<file path="config.mk">
export PLATFORM = sky130hd
export DESIGN_NAME = arbiter_4_deq
export DESIGN_NICKNAME = d
export VERILOG_FILES = /design/src/rtl/arbiter_4_deq_pkg.sv /design/src/rtl/arbiter_4_deq_rr_pick4.sv /design/src/rtl/arbiter_4_deq.sv
export SDC_FILE = /design/constraint.sdc
export NUM_CORES = 1
export LEC_CHECK = 0
export CAP_MARGIN = 10
export CORE_MARGIN = 2
export CORE_UTILIZATION = 39
export CTS_CLUSTER_SIZE = 16
export DETAILED_ROUTE_END_ITERATION = 16
export GPL_TIMING_DRIVEN = 0
export HOLD_SLACK_MARGIN = 0.12
export PLACE_DENSITY = 0.81
export SETUP_SLACK_MARGIN = 0.1
export SYNTH_ARGS = -nofsm -noshare
export SYNTH_HDL_FRONTEND = slang
export SYNTH_SLANG_ARGS = --single-unit
export TNS_END_PERCENT = 20
</file>
<file path="constraint.sdc">
create_clock -name clk -period 2.8 [get_ports clk]
set_clock_uncertainty 0.1 [all_clocks]
set_input_delay 0.28 -clock clk [delete_from_list [all_inputs] [get_ports clk]]
set_output_delay 0.28 -clock clk [all_outputs]
set_load 0.01 [all_outputs]
</file>
<file path="src/rtl/arbiter_4_deq_pkg.sv">
// arbiter_4_deq_pkg: shared ctrl, source and state encodings for the ring transmit arbiter
package arbiter_4_deq_pkg;
  localparam logic [1:0] CTRL_IDLE = 2'b00;
  localparam logic [1:0] CTRL_HEAD = 2'b01;
  localparam logic [1:0] CTRL_BODY = 2'b10;
  localparam logic [1:0] CTRL_TAIL = 2'b11;
  localparam logic [1:0] SRC_PASS_REQ  = 2'd0;
  localparam logic [1:0] SRC_PASS_REP  = 2'd1;
  localparam logic [1:0] SRC_LOCAL_REQ = 2'd2;
  localparam logic [1:0] SRC_LOCAL_REP = 2'd3;
  typedef enum logic {IDLE, LOCKED} state_e;
endpackage

</file>
<file path="src/rtl/arbiter_4_deq_rr_pick4.sv">
// rr_pick4: 4-way rotating-priority picker, first request at or after ptr_i wins
module rr_pick4 (
  input  logic [3:0] req_i,
  input  logic [1:0] ptr_i,
  output logic       found_o,
  output logic [1:0] idx_o
);
  assign found_o = |req_i;
  // Scan from farthest to nearest so the closest requester overwrites last.
  always_comb begin
    idx_o = ptr_i;
    for (int i = 3; i >= 0; i--) if (req_i[ptr_i + 2'(i)]) idx_o = ptr_i + 2'(i);
  end
endmodule

</file>
<file path="src/rtl/arbiter_4_deq.sv">
// arbiter_4_deq: merges four node FIFOs onto one ring link with message locking and round-robin
module arbiter_4_deq
  import arbiter_4_deq_pkg::*;
#(
  parameter int FLIT_W = 16,
  parameter int CTRL_W = 2
) (
  input  logic              clk,
  input  logic              rst,
  input  logic              pass_req_valid,
  input  logic [FLIT_W-1:0] pass_req_flit,
  input  logic [CTRL_W-1:0] pass_req_ctrl,
  output logic              pass_req_deq,
  input  logic              pass_rep_valid,
  input  logic [FLIT_W-1:0] pass_rep_flit,
  input  logic [CTRL_W-1:0] pass_rep_ctrl,
  output logic              pass_rep_deq,
  input  logic              local_out_req_valid,
  input  logic [FLIT_W-1:0] local_out_req_flit,
  input  logic [CTRL_W-1:0] local_out_req_ctrl,
  output logic              local_out_req_deq,
  input  logic              local_out_rep_valid,
  input  logic [FLIT_W-1:0] local_out_rep_flit,
  input  logic [CTRL_W-1:0] local_out_rep_ctrl,
  output logic              local_out_rep_deq,
  input  logic              out_ready,
  output logic              out_valid,
  output logic [FLIT_W-1:0] out_flit,
  output logic [CTRL_W-1:0] out_ctrl,
  output logic [1:0]        out_src,
  output logic              busy,
  output logic              proto_err
);
  state_e state_q, state_d;
  logic [1:0] rr_q, rr_d, sel_q, sel_d, pick, src;
  logic [3:0] vld, deq;
  logic [FLIT_W-1:0] flit [4];
  logic [CTRL_W-1:0] ctrl [4];
  logic [CTRL_W-1:0] c;
  logic found, act, space, load, drop, err_set;
  logic out_valid_q, err_q;
  logic [FLIT_W-1:0] out_flit_q;
  logic [CTRL_W-1:0] out_ctrl_q;
  logic [1:0] out_src_q;
  assign vld  = {local_out_rep_valid, local_out_req_valid, pass_rep_valid, pass_req_valid};
  assign flit = '{pass_req_flit, pass_rep_flit, local_out_req_flit, local_out_rep_flit};
  assign ctrl = '{pass_req_ctrl, pass_rep_ctrl, local_out_req_ctrl, local_out_rep_ctrl};
  rr_pick4 u_pick (.req_i(vld), .ptr_i(rr_q), .found_o(found), .idx_o(pick));
  assign space = !out_valid_q || out_ready;
  always_comb begin
    state_d = state_q;
    rr_d    = rr_q;
    sel_d   = sel_q;
    load    = 1'b0;
    drop    = 1'b0;
    err_set = 1'b0;
    src     = (state_q == LOCKED) ? sel_q : pick;
    act     = (state_q == LOCKED) ? vld[sel_q] : found;
    c       = ctrl[src];
    if (act) begin
      if (state_q == IDLE) begin
        if (c == CTRL_HEAD || c == CTRL_TAIL) begin
          load = space;
          if (space && c == CTRL_HEAD) begin
            state_d = LOCKED;
            sel_d   = src;
          end
          if (space && c == CTRL_TAIL) rr_d = src + 2'd1;
        end else begin
          drop    = 1'b1;
          err_set = 1'b1;
        end
      end else if (c == CTRL_IDLE) begin
        drop    = 1'b1;
        err_set = 1'b1;
      end else begin
        load    = space;
        err_set = (c == CTRL_HEAD);
        if (space && c == CTRL_TAIL) begin
          state_d = IDLE;
          rr_d    = src + 2'd1;
        end
      end
    end
    deq = (!rst && (load || drop)) ? 4'b0001 << src : 4'b0000;
  end
  always_ff @(posedge clk) begin
    if (rst) begin
      state_q     <= IDLE;
      rr_q        <= 2'd0;
      sel_q       <= 2'd0;
      out_valid_q <= 1'b0;
      out_flit_q  <= '0;
      out_ctrl_q  <= '0;
      out_src_q   <= 2'd0;
      err_q       <= 1'b0;
    end else begin
      state_q <= state_d;
      rr_q    <= rr_d;
      sel_q   <= sel_d;
      err_q   <= err_q | err_set;
      if (load) begin
        out_valid_q <= 1'b1;
        out_flit_q  <= flit[src];
        out_ctrl_q  <= c;
        out_src_q   <= src;
      end else if (out_ready) out_valid_q <= 1'b0;
    end
  end
  assign {local_out_rep_deq, local_out_req_deq, pass_rep_deq, pass_req_deq} = deq;
  assign out_valid = out_valid_q;
  assign out_flit  = out_flit_q;
  assign out_ctrl  = out_ctrl_q;
  assign out_src   = out_src_q;
  assign busy      = (state_q == LOCKED);
  assign proto_err = err_q;
endmodule

</file>
==> summary.md <==
| Metric | Value |
|---|---|
| Non-filler cells, final | 380 |
| Rel. slew slack | 0.586 |
| Main synth FF type | dfxtp_1 |
| CTS Buf Count | 3 |
| Die X | 74.5 um |
| Critical path launch point type | flop |
| Comb power frac | 0.653 |
| Distinct cells, synth | 44 |
| Post-DRT Antenna Nets | 0 |
| FILL cells | 385 |
| Overall routing resource usage | 0.214 |
| Most frequent cells after synthesis | nand2_1, dfxtp_1, mux2i_1 |
| Worst Setup End Kind | output port |
| Initial antenna violation count | 0 |
| Yosys warning total | 0 |
| Final setup fails | 0 |
| Reg-to-Reg Start | rr_q[0] |
| Status | complete, no violations |
| Setup crit end | local_out_req_deq |
| PwrDens | 766 nW/um^2 |
| # IOs | 106 |
| Register area share after synthesis | 0.279 |
| Syn Std Cell Area | 1940 sq um |
| Area of the core | 4750 sq um |
| Vias in the first global route | 2063 |
| Clk buf depth | 2 |
| Per-cell routed wire length | 15.1 um |
| PortBufs | 104 |
| DRT Pass-1 Iters | 4 |
| Met2 wire length | 3.04 mm |
| GRT overflow | 0 |
| H-Tree Depth | 1 |
| DRC Markers | 0 |
| Internal power | 1.57 mW |
| Ratio of final minimum period to clock period | 0.994 |
| Count leader, synth | nand2_1 |
| CTS root buffer | clkbuf_8 |
| Number of flops mapped to enable cells by yosys | 0 |
| Area grow syn2layout | 69.9% |
| Top post-synthesis cells by area | dfxtp_1, mux4_2, mux2i_1 |
| Rows | 25 |
| Die height | 74.5 um |
| Largest net degree at the start of global routing | 21 |
| Arr. time, crit path | 2.40 ns |
| N_diodes | 0 |
| Worst-Skew Late Latency | 0.27 ns |
| Cells after DPL | 369 |
| Worst setup margin | 0.0161 ns |
| Reg clk slew, reported paths | 0.09 ns |
| Worst setup path start | rr_q[1] |
| Least-Margin Pin Slew | 0.619 ns |
| Clock Sinks | 27 |
| Critical Path Fanout Max | 7 |
| Synth top area share | 0.279 |
| Hold_buf cts | 0 |
| Routability Congestion | 0.896 |
| Drt via density | 5.37 |
| Yosys top cell by area | dfxtp_1 |
| Hpwl dp | 4.43 mm |
| Drt initial violations | 102 |
| Max cap viols | 0 |
| VDD IR max | 380 uV |
| Slew Viols, Final | 0 |
| TritonCTS clock tree | yes |
| Total power | 2.52 mW |
| DRT Wirelength | 5.75 mm |
| First-pass GRT wire length | 9.14 mm |
| Met3 WL | 403 um |
| Syn nets | 281 |
| Area occupied by registers | 551 sq um |
| Switch Pwr | 952 uW |
| Reg power frac | 0.260 |
| Synth Instances | 198 |
| Leakage power | 1.27 nW |
| Vias | 2042 |
| Setup CP Type | reg -> out |
| Met1 Routed Length | 2.18 mm |
| Worst flop-to-flop path endpoint | sel_q[0] |
| Final min period | 2.78 ns |
| Tightest Hold Check Type | reg -> reg |
| Clock power share | 0.087 |
| Top Metal Used | met4 |
| Critical Path RT | 2.42 ns |
| Register-to-register setup slack | 0.22 ns |
| Share of cells above drive strength 1 | 0.214 |
| RSZ-0062 raised after global routing | yes |
| Syn avg cell area | 9.79 sq um |
| Hold Vio Cnt, Final | 0 |
| Async S/R FF share, synth | 0 |
| Peak Freq | 359 MHz |
| Setup slack at placement | -1.09 ns |
| Multi-input logic area | 1450 sq um |
| Layout net count | 397 |
| #FFs+latches synth | 27 |
| Die Area | 5550 sq um |
| R2R cell count | 7 |
| Initial Util | 0.408 |
| Sw frac | 0.377 |
-- routing by layer --
metal / global-route usage / up-vias
met5: 0 / -
met4: 0.0774 / 0
met3: 0.0420 / 11
met2: 0.388 / 93
met1: 0.248 / 960
li1: - / 978
-- worst min-delay path by stage --
stage	start	to	cells after the start
after detailed placement	proto_err	proto_err	1
final	out_flit[0]	out_flit[0]	2
after global placement	out_flit[11]	out_flit[11]	2
after CTS	out_flit[0]	out_flit[0]	2
after global routing	out_flit[0]	out_flit[0]	2
after floorplan	rst	out_valid	1
-- power groups by stage --
stage	registers (mW)	clock network, mW	logic [mW]
6_report	0.657	0.220	1.65
3_5_place_dp	0.656	0	1.51
4_1_cts	0.652	0.224	1.61
5_1_grt	0.676	0.244	1.78
3_3_place_gp	0.646	0	1.48
2_1_floorplan	0.710	0	0.852
-- sequential cells by signal (all words and copies together), names as in the netlist --
name,cells
out_ctrl,2
out_flit,16
sel_q,2
out_src,2
rr_q,2
proto_err,1
busy,1
out_valid,1
-- layout by cell type (no fill, tap or decap), drive strengths merged, types with 3 or more instances in the layout --
master and count:
dfxtp 27, o21ai 3, a21oi 3, o21a 3, nor3 3, clkdlybuf4s50 93, mux4 18, buf 18
nand4 3, mux2i 20, nor2 3, nor2b 9, and2 7, clkbuf 9, ha 4, inv 4
dlygate4sd2 6, nand2 46
-- cells by family (layout without fill, tap and decap cells) --
kind of cell               after synthesis  after routing  share of synthesized area
AOI/OAI and AO/OA                       29             29                      0.136
adders and majority gates                4              4                     0.0258
buffers and inverters                   16            131                     0.0355
DFF                                     27             27                      0.279
muxes                                   39             39                      0.318
and+or+nand+nor                         83             83                      0.205
-- through the flow --
stage	setup TNS, ns	util	hold WS, ns	area [sq um]
after global routing	-0.286	0.692	0.384	3290
after CTS	0	0.681	0.364	3240
after detailed placement	-12.03	0.644	0.353	3060
after floorplan	0	-	0.249	1940
after global placement	-9.98	0.644	0.344	3060
final	0	0.692	0.364	3290
-- timing repair --
item / 4_1_cts / 5_1_grt
setup endpoints to repair: 26 / 20
hold endpoints to repair: 0 / 0
pin swaps: 11 / 7
resized for setup: 50 / 15
buffers inserted: 6 / 2
-- final cells by class --
class,instances,area share
tap,67,0.0255
timing repair buffer,112,0.330
multi-input combinational,155,0.442
buffer,10,0.0160
clock buffer,4,0.0137
sequential,27,0.167
inverter,5,0.00570
-- worst max-delay path, stage by stage (launching register included) --
cell	delay, ns
dfxtp_4	0.38
nor2b_4	0.14
o311a_4	0.33
o31a_1	0.26
or4_4	0.46
a31oi_4	0.26
and2_4	0.18
buf_6	0.10
(Power assumes the default switching activity.)
